<file path="config.mk">
export PLATFORM = sky130hd
export DESIGN_NAME = fetch_unit
export DESIGN_NICKNAME = d
export VERILOG_FILES = /design/src/rtl/fetch_unit_pkg.sv /design/src/rtl/fetch_fifo.sv /design/src/rtl/fetch_unit.sv
export SDC_FILE = /design/constraint.sdc
export NUM_CORES = 1
export LEC_CHECK = 0
export ABC_AREA = 0
export BUFFER_PORTS_ARGS = -buffer_cell sky130_fd_sc_hd__buf_2
export CORE_UTILIZATION = 45
export CTS_BUF_LIST = sky130_fd_sc_hd__clkbuf_2 sky130_fd_sc_hd__clkbuf_4 sky130_fd_sc_hd__clkbuf_8
export DETAILED_ROUTE_END_ITERATION = 10
export PLACE_DENSITY_LB_ADDON = 0.05
export SYNTH_ARGS = -nofsm -noshare
export SYNTH_HDL_FRONTEND = slang
export SYNTH_HIERARCHICAL = 1
export SYNTH_SLANG_ARGS = --single-unit
</file>
<file path="constraint.sdc">
create_clock -name clk_i -period 6.17 [get_ports clk_i]
set_input_delay 0.3085 -clock clk_i [delete_from_list [all_inputs] [get_ports clk_i]]
set_output_delay 0.3085 -clock clk_i [all_outputs]
set_load 0.01 [all_outputs]
</file>
<file path="src/rtl/fetch_unit_pkg.sv">
// Shared types and constants for the instruction-fetch stage.
package fetch_unit_pkg;

    localparam int          XLEN_P    = 32;
    localparam logic [31:0] NOP_INSTR = 32'h0000_0013;

    typedef enum logic [1:0] {
        S_BOOT,
        S_FETCH,
        S_FAULT
    } fetch_state;

    typedef struct packed {
        logic [XLEN_P-1:0] pc;
        logic [31:0]       instr;
    } fetch_entry;

endpackage

</file>
<file path="src/rtl/fetch_fifo.sv">
// Small synchronous FIFO with flush and occupancy count. The element type is a
// parameter so the same block serves as the instruction buffer and as the
// outstanding-request PC queue. A push into a full FIFO is accepted only when a
// pop happens in the same cycle.
module fetch_fifo #(
    parameter type T     = logic [31:0],
    parameter int  DEPTH = 2,
    localparam int CW    = $clog2(DEPTH + 1),
    localparam int PW    = (DEPTH > 1) ? $clog2(DEPTH) : 1
) (
    input  logic          clk,
    input  logic          rst,
    input  logic          push,
    input  T              wdata,
    input  logic          pop,
    input  logic          flush,
    output T              head,
    output logic [CW-1:0] count
);

    localparam logic [CW-1:0] FULL = CW'(DEPTH);
    localparam logic [PW-1:0] LAST = PW'(DEPTH - 1);

    T              mem [DEPTH];
    logic [PW-1:0] rd_ptr;
    logic [PW-1:0] wr_ptr;
    logic          do_push;
    logic          do_pop;

    // Qualify push/pop against occupancy; flush overrides both.
    always_comb begin
        do_pop  = pop && (count != '0) && !flush;
        do_push = push && !flush && ((count < FULL) || do_pop);
    end

    // Pointer and count bookkeeping.
    always_ff @(posedge clk) begin
        if (rst || flush) begin
            rd_ptr <= '0;
            wr_ptr <= '0;
            count  <= '0;
        end else begin
            if (do_push) wr_ptr <= (wr_ptr == LAST) ? '0 : wr_ptr + 1'b1;
            if (do_pop)  rd_ptr <= (rd_ptr == LAST) ? '0 : rd_ptr + 1'b1;
            count <= count + CW'(do_push) - CW'(do_pop);
        end
    end

    // Storage needs no reset: count gates every read.
    always_ff @(posedge clk) begin
        if (do_push) mem[wr_ptr] <= wdata;
    end

    assign head = mem[rd_ptr];

endmodule

</file>
<file path="src/rtl/fetch_unit.sv">
// Instruction-fetch stage: owns the PC, issues word requests to a pipelined
// in-order memory, buffers responses with their PCs and hands them to decode.
//
// state   | meaning
// --------+-------------------------------------------------------------
// S_BOOT  | first cycle after reset, no request
// S_FETCH | normal fetching, requests limited by free buffer credits
// S_FAULT | misaligned redirect seen, no requests until aligned redirect
module fetch_unit
    import fetch_unit_pkg::*;
#(
    parameter int              XLEN     = 32,
    parameter logic [XLEN-1:0] RESET_PC = '0,
    parameter int              DEPTH    = 2
) (
    input  logic            clk_i,
    input  logic            rst_i,
    output logic            imem_req_o,
    output logic [XLEN-1:0] imem_addr_o,
    input  logic            imem_gnt_i,
    input  logic            imem_rvalid_i,
    input  logic [31:0]     imem_rdata_i,
    output logic            instr_valid_o,
    output logic [31:0]     instr_o,
    output logic [XLEN-1:0] pc_o,
    output logic [XLEN-1:0] pc_plus4_o,
    input  logic            instr_ready_i,
    input  logic            redirect_i,
    input  logic [XLEN-1:0] redirect_target_i,
    output logic            fetch_fault_o
);

    localparam int CW = $clog2(DEPTH + 1);
    localparam logic [CW:0] CREDITS = (CW + 1)'(DEPTH);

    fetch_state      state_q, state_d;
    logic [XLEN-1:0] pc_q;
    logic [CW-1:0]   kill_q;
    logic [CW-1:0]   out_cnt;
    logic [CW-1:0]   out_next;
    logic [CW-1:0]   fifo_cnt;
    logic [XLEN-1:0] rsp_pc;
    fetch_entry      head;
    fetch_entry      rsp_entry;
    logic            fire_req;
    logic            rsp_valid;
    logic            push_fifo;
    logic            pop_fifo;

    // Request and handshake qualifiers; the request depends on registers only.
    always_comb begin
        imem_req_o = (state_q == S_FETCH) &&
                     (({1'b0, out_cnt} + {1'b0, fifo_cnt}) < CREDITS);
        fire_req   = imem_req_o && imem_gnt_i;
        rsp_valid  = imem_rvalid_i && (out_cnt != '0);
        push_fifo  = rsp_valid && (kill_q == '0) && !redirect_i;
        pop_fifo   = instr_valid_o && instr_ready_i && !redirect_i;
        out_next   = out_cnt + CW'(fire_req) - CW'(rsp_valid);
        rsp_entry  = '{pc: rsp_pc, instr: imem_rdata_i};
    end

    // PCs of requests still awaiting their response; its count is the
    // number of outstanding requests.
    fetch_fifo #(.T(logic [XLEN-1:0]), .DEPTH(DEPTH)) u_pc_queue (
        .clk   (clk_i),
        .rst   (rst_i),
        .push  (fire_req),
        .wdata (pc_q),
        .pop   (rsp_valid),
        .flush (1'b0),
        .head  (rsp_pc),
        .count (out_cnt)
    );

    fetch_fifo #(.T(fetch_entry), .DEPTH(DEPTH)) u_instr_fifo (
        .clk   (clk_i),
        .rst   (rst_i),
        .push  (push_fifo),
        .wdata (rsp_entry),
        .pop   (pop_fifo),
        .flush (redirect_i),
        .head  (head),
        .count (fifo_cnt)
    );

    // PC and kill counter; a redirect kills every request still in flight,
    // including one granted in the same cycle.
    always_ff @(posedge clk_i) begin
        if (rst_i) begin
            pc_q   <= RESET_PC;
            kill_q <= '0;
        end else begin
            if (redirect_i)    pc_q <= redirect_target_i;
            else if (fire_req) pc_q <= pc_q + XLEN'(4);

            if (redirect_i)                       kill_q <= out_next;
            else if (rsp_valid && kill_q != '0)   kill_q <= kill_q - 1'b1;
        end
    end

    // State register.
    always_ff @(posedge clk_i) begin
        if (rst_i) state_q <= S_BOOT;
        else       state_q <= state_d;
    end

    // Next-state logic; a redirect decides fetch versus fault from alignment.
    always_comb begin
        state_d = state_q;
        if (state_q == S_BOOT) state_d = S_FETCH;
        if (redirect_i) begin
            state_d = (redirect_target_i[1:0] != 2'b00) ? S_FAULT : S_FETCH;
        end
    end

    // Consumer-facing outputs, masked when the buffer is empty.
    always_comb begin
        instr_valid_o = (fifo_cnt != '0);
        instr_o       = instr_valid_o ? head.instr : NOP_INSTR;
        pc_o          = instr_valid_o ? head.pc : '0;
        pc_plus4_o    = pc_o + XLEN'(4);
        imem_addr_o   = pc_q;
        fetch_fault_o = (state_q == S_FAULT);
    end

endmodule

</file>
; ---- Yosys cells after proc, flatten, opt, wreduce, memory -nomap -nowiden
; Memory sizes are Yosys's and may differ from the RTL's. A register that Yosys moved wholly into a read port is not among the register bits.
; Index checks and enable logic that the tools add are counted.
[word_totals]
register_bits = 44
ram_bits = 192
in_bits = 70
elab_cells = 78
n_memories = 2
[classes]
add_sub_neg = 14
n_lt_le_gt_ge = 3
eq_ne = 2
mux = 21
reduce_logical = 27
[memory_table]
columns = memory, words, word_bits, rd, rd_clocked_by_memory_dff, write_ports, line
row1 = u_instr_fifo.mem, 2, 64, 1, 1, 1, fetch_fifo.sv:24  ; T mem [DEPTH];
row2 = u_pc_queue.mem, 2, 32, 1, 1, 1, fetch_fifo.sv:24
[op_table]
columns = op, n
row1 = $mux 32, 4
row2 = $add 32x3->32 const B, 2
row3 = $logic_and 1x1->1, 14
row4 = $reduce_bool 2->1, 7
row5 = $mux 1, 12
row6 = $mux 2, 5
row7 = $add 2x1->2, 3
row8 = $sub 2x1->2, 3
row9 = $add 1x1->1 const B, 4
row10 = $logic_not 2->1, 2
row11 = $lt 2x2->1 const B, 2
row12 = $add 2x2->3, 1
row13 = $logic_or 1x1->1, 3
row14 = $lt 3x2->1 const B, 1
row15 = $eq 2x1->1 const B, 1
row16 = $eq 2x2->1 const B, 1
row17 = $sub 2x1->2 const B, 1
row18 = $logic_not 1->1, 1

; ---- Longest topological paths before layout
[logic_depth]
depth_word = 9
mapped_depth = 15
depth_no_buf = 14

; ---- Cells and area by module
; The synthesis kept the hierarchy.
[modules_own_cells]
columns = mod, instances, cells_per_inst, area_each_um2
row1 = fetch_fifo (u_instr_fifo), 1, 226, 5116.2
row2 = fetch_unit, 1, 456, 3380.7
row3 = fetch_fifo (u_pc_queue), 1, 127, 2575.0

; ---- Least setup slack after synthesis
; Ideal clock, no wire load.
[synth_path]
path_type = reg-to-reg
startpoint = reg u_instr_fifo.count[1]
endpoint = mem u_instr_fifo/mem[1][0] in the netlist's numbering (enable)
setup_ns = 0.578
t_arrival_ns = 6.252
slack_ns = -0.660
path_stages_with_launch = 9
n_path_buf = 3
period_less_slack_ns = 6.830
cell_sequence = dfxtp_1 -> clkbuf_1 -> nor2_1 -> inv_1 -> clkbuf_1 -> clkbuf_1 -> and3_1 -> o21ai_1 -> nor3b_1
[synth_via]
elab_chain_len = 9
word_cells_on_any_way = 10
cone_classes = order compare: 1 / mux: 2 / reduce/logical: 7
[synth_lines]
columns = element, line
row1 = from (decl), fetch_fifo.sv:18  ; output logic [CW-1:0] count
row2 = from (signal assigned), fetch_fifo.sv:45  ; count <= count + CW'(do_push) - CW'(do_pop);
row3 = $reduce_bool 2->1, fetch_unit.sv:118  ; instr_valid_o = (fifo_cnt != '0);
row4 = $logic_and 1x1->1 (2 in a row), fetch_unit.sv:57  ; pop_fifo = instr_valid_o && instr_ready_i && !redirect_i;
row5 = net pop_fifo, fetch_unit.sv:48  ; logic pop_fifo;
row6 = $logic_and 1x1->1 (2 in a row), fetch_fifo.sv:32  ; do_pop = pop && (count != '0) && !flush;
row7 = $logic_or 1x1->1, fetch_fifo.sv:33  ; do_push = push && !flush && ((count < FULL) || do_pop);
row8 = $logic_and 1x1->1, fetch_fifo.sv:33
row9 = $mux 1, fetch_fifo.sv:51  ; if (do_push) mem[wr_ptr] <= wdata;
row10 = $mux 1 (implied by the code), fetch_fifo.sv:51
row11 = to (decl), fetch_fifo.sv:24
; The timed path passes the listed nets, and every way through them passes these cells.

==> impl_metrics.csv <==
group,metric,value,unit
cells_and_area,syn_to_final_growth,20.7,%
clock_network,cts_buffer_depth,3,
worst_setup_path,reg2reg_from,"u_instr_fifo/count[0]",
yosys,synth_fa_ha_area_frac,0.0120,
clock_network,clock_sinks,238,
clock_network,path_clk_slew,0.06,ns
global_routing,grt_pass1_vias,7072,
drt,detailroute.via_count,7253,
global_routing,grtUsageTotal,0.196,
floorplanning,row_count,57,
sta,fin_setup_tns,0,ns
sta,setup_viol,0,
worst_setup_path,crit_arrival,3.78,ns
sta,clock.fmax,245,MHz
clock_network,cts_tree,"built",
clock_network,clock_latency,0.52,ns
floorplanning,initial_core_util,0.457,
cells_and_area,final_cells,1396,
sta,period_share,0.662,
min_path,whs_path_depth,3,
sta,hold_viol_final,0,
yosys,syn_inst,809,
yosys,synth-xor-area-share,0.0332,
floorplanning,fp.dieH,159,um
power_and_ir_drop,cellPowerDensity,248,nW/um^2
global_routing,grt_max_degree,60,
yosys,synth_flop_cell,"edfxtp_1",
yosys,ys_ff_latch,238,
min_path,hp-class,"input pin to flop",
floorplanning,core,24200,um^2
yosys,yosysSeqAreaShare,0.604,
yosys,ys_types,64,
drt,dr.pass1.iters,4,
cells_and_area,fin_nets,1124,
clock_network,postCtsResizedCells,0,
yosys,syn-num-nets,889,
clock_network,root_buffer,"clkbuf_8",
min_path,holdCritStartpoint,"redirect_target_i[0]",
sta,slew_headroom,0.232,
place,place.gp.congestion,0.782,
yosys,synth_compound_area_frac,0.0542,
place,port_buffers,200,
drt,via_per_inst,5.20,
worst_setup_path,cp-start-kind,"flop",
place,hpwl,16400,um
drt,wirelength,24800,um
floorplanning,dieArea,25200,um^2
clock_network,hold_buffers,32,
clock_network,htree_levels,2,
cells_and_area,drive_above_1_share,0.355,
worst_setup_path,reg2reg_slack,2.56,ns
worst_setup_path,end_kind,"output port",
clock_network,cts_inserted_buffers,40,
power_and_ir_drop,p_leak,5.19,nW
sta,finClkSkew,0.0167,ns
yosys,yosys.area_share.simple,0.135,
worst_setup_path,critical_path_class,"flop to output port",
yosys,ys_warn_count,6,
yosys,yosys-mux-area-fraction,0.122,
yosys,synth_edf_count,192,
place,dp.cells,1294,
global_routing,grt_pass1_wl,39100,um
yosys,syn_area_per_cell,13.7,um^2
run_status,status,"finished, final reports clean",
floorplanning,dieWidth,159,um
global_routing,overflow,0,
floorplanning,io_pins,201,
sta,worstMarginPinSlew,1.14,ns
worst_setup_path,cp_max_fo,35,
drt,drc,0,
power_and_ir_drop,total_power,3.31,mW
clock_network,postCtsSetupBuffers,0,
yosys,synth_top_family_by_area,"simple AND/OR/NAND/NOR gates",
job,cap_violations,0,
yosys,syn_area,11100,um^2
sta,grt_setup_unrepaired,"false",
worst_setup_path,r2r_end,"u_pc_queue/count[1]",
sta,period_needed,4.08,ns
worst_setup_path,worst-r2r-cell-count,14,
power_and_ir_drop,peakVddDrop,0.000113,V
cells_and_area,diodes,0,
drt,avgRoutedWirePerCell,17.8,um
min_path,hold_end,"imem_addr_o[0]",
drt,antenna_left,0,
worst_setup_path,cp.required,5.86,ns
drt,drt_iter0_drc,364,
global_routing,antenna_found_initial,0,
yosys,synthArstFlopShare,0,
sta,report.final.slew_viol_count,0,
## area by class of cell
cell class,instances,area [um^2]
Multi-Input combinational cell,497,3990
Clock inverter,17,128
Sequential cell,238,6690
Tap cell,324,405
Clock buffer,53,667
Timing Repair Buffer,241,1390
Fill cell,2077,10900
Inverter,26,103
## critical path, stage by stage, from the launching register on
cell and delay, ns:
dfxtp_4 0.78, buf_4 0.58, mux2_2 0.25, o21ai_0 0.15, nor4_1 0.91, nand4_1 0.22, xnor2_1 0.20, buf_2 0.15
## cells in the mapped netlist, types with 8 or more instances
master	count	area, um^2
buf_6	17	191
mux2_4	60	901
edfxtp_1	192	5770
or3_1	9	56.3
mux2_2	32	360
o21ai_0	12	60.1
a311oi_1	13	114
inv_1	25	93.8
o31ai_1	8	60.1
xnor2_1	30	263
nor3_1	15	75.1
nand3_1	17	85.1
nor4_1	15	93.8
a211oi_1	8	60.1
ha_1	9	113
nand2_1	30	113
nand4_1	22	138
nor2_1	50	188
xor2_1	12	105
clkbuf_1	17	63.8
and2_1	64	400
dfxtp_1	46	921
## cell families after synthesis
kind of cell,after synthesis
mux,100
buf+inv,74
simple gates,266
fa+ha+maj,10
other cells,1
xor+xnor,42
flops,238
compound gates,78
## worst max-delay path by stage
stage / slack [ns] / start / cells past startpoint / to
floorplan: 1.20 / u_instr_fifo/count[0] / 9 / u_pc_queue/mem[1][0]
global placement: 2.63 / u_instr_fifo/count[0] / 14 / u_pc_queue/count[1]
detailed placement: 2.59 / u_instr_fifo/count[0] / 14 / u_pc_queue/count[1]
CTS: 2.08 / flop / 7 / pc_plus4_o[30]
global route: 1.80 / flop / 7 / pc_plus4_o[30]
finish: 2.09 / flop / 7 / pc_plus4_o[30]
## through the flow
stage | utilization | worst slack, ns | hold WS, ns | area, um^2
after floorplan | - | 1.20 | 0.385 | 11100
after global placement | 0.505 | 2.63 | 0.475 | 12300
after detailed placement | 0.505 | 2.59 | 0.480 | 12300
after CTS | 0.551 | 2.08 | 0.0214 | 13400
after global routing | 0.551 | 1.80 | 0.0545 | 13400
final | 0.551 | 2.09 | 0.0547 | 13400
## report_power, final
group	total, mW	internal, mW	leakage (nW)	switching, mW
clock network	1.39	0.787	0.420	0.604
logic	0.135	0.0653	2.64	0.0693
registers	1.78	1.75	2.13	0.0356
total	3.31	2.60	5.19	0.709
## cell usage in the layout, fill, tap and decap left out, types with 5 or more instances in the layout
cell	netlist	routed
clkbuf_8	0	43
dfxtp_1	46	45
o31ai_1	8	8
xor2_1	12	12
nor3_1	15	13
clkbuf_4	0	10
a311oi_1	13	13
and2_1	64	64
dlygate4sd3_1	0	32
nor2_1	50	50
nand4_1	22	22
buf_4	4	9
nand2_1	30	30
inv_1	25	25
and4_1	5	5
mux2_2	32	32
or4_1	7	7
edfxtp_1	192	192
clkinv_1	0	8
and3_1	7	7
ha_1	9	9
or3_1	9	9
o21ai_0	12	12
a211oi_1	8	8
a2111oi_0	6	6
nor2b_1	7	7
clkinv_2	0	6
buf_2	5	200
nand3_1	17	17
mux2_4	60	60
nor4_1	15	14
xnor2_1	30	30
## metal layers
layer	wire (um)	track usage	part of all wire	vias to the layer above
li1	-	-	-	3504
met1	11900	0.279	0.48	3438
met2	11000	0.301	0.44	274
met3	1480	0.0392	0.060	37
met4	473	0.0599	0.019	0
met5	0	0	0	-
## sequential cells by signal, summed over array words and instances, names as in the netlist, named ones only
| register | cells |
|---|---|
| u_instr_fifo/mem | 128 |
| u_pc_queue/mem | 64 |
| imem_addr_o | 32 |
| kill_q | 2 |
| state_q | 2 |
| u_instr_fifo/count | 2 |
| u_pc_queue/count | 2 |
| u_instr_fifo/rd_ptr | 1 |
| u_instr_fifo/wr_ptr | 1 |
| u_pc_queue/rd_ptr | 1 |
| u_pc_queue/wr_ptr | 1 |
Note: power is estimated with default switching activity, not from simulation.
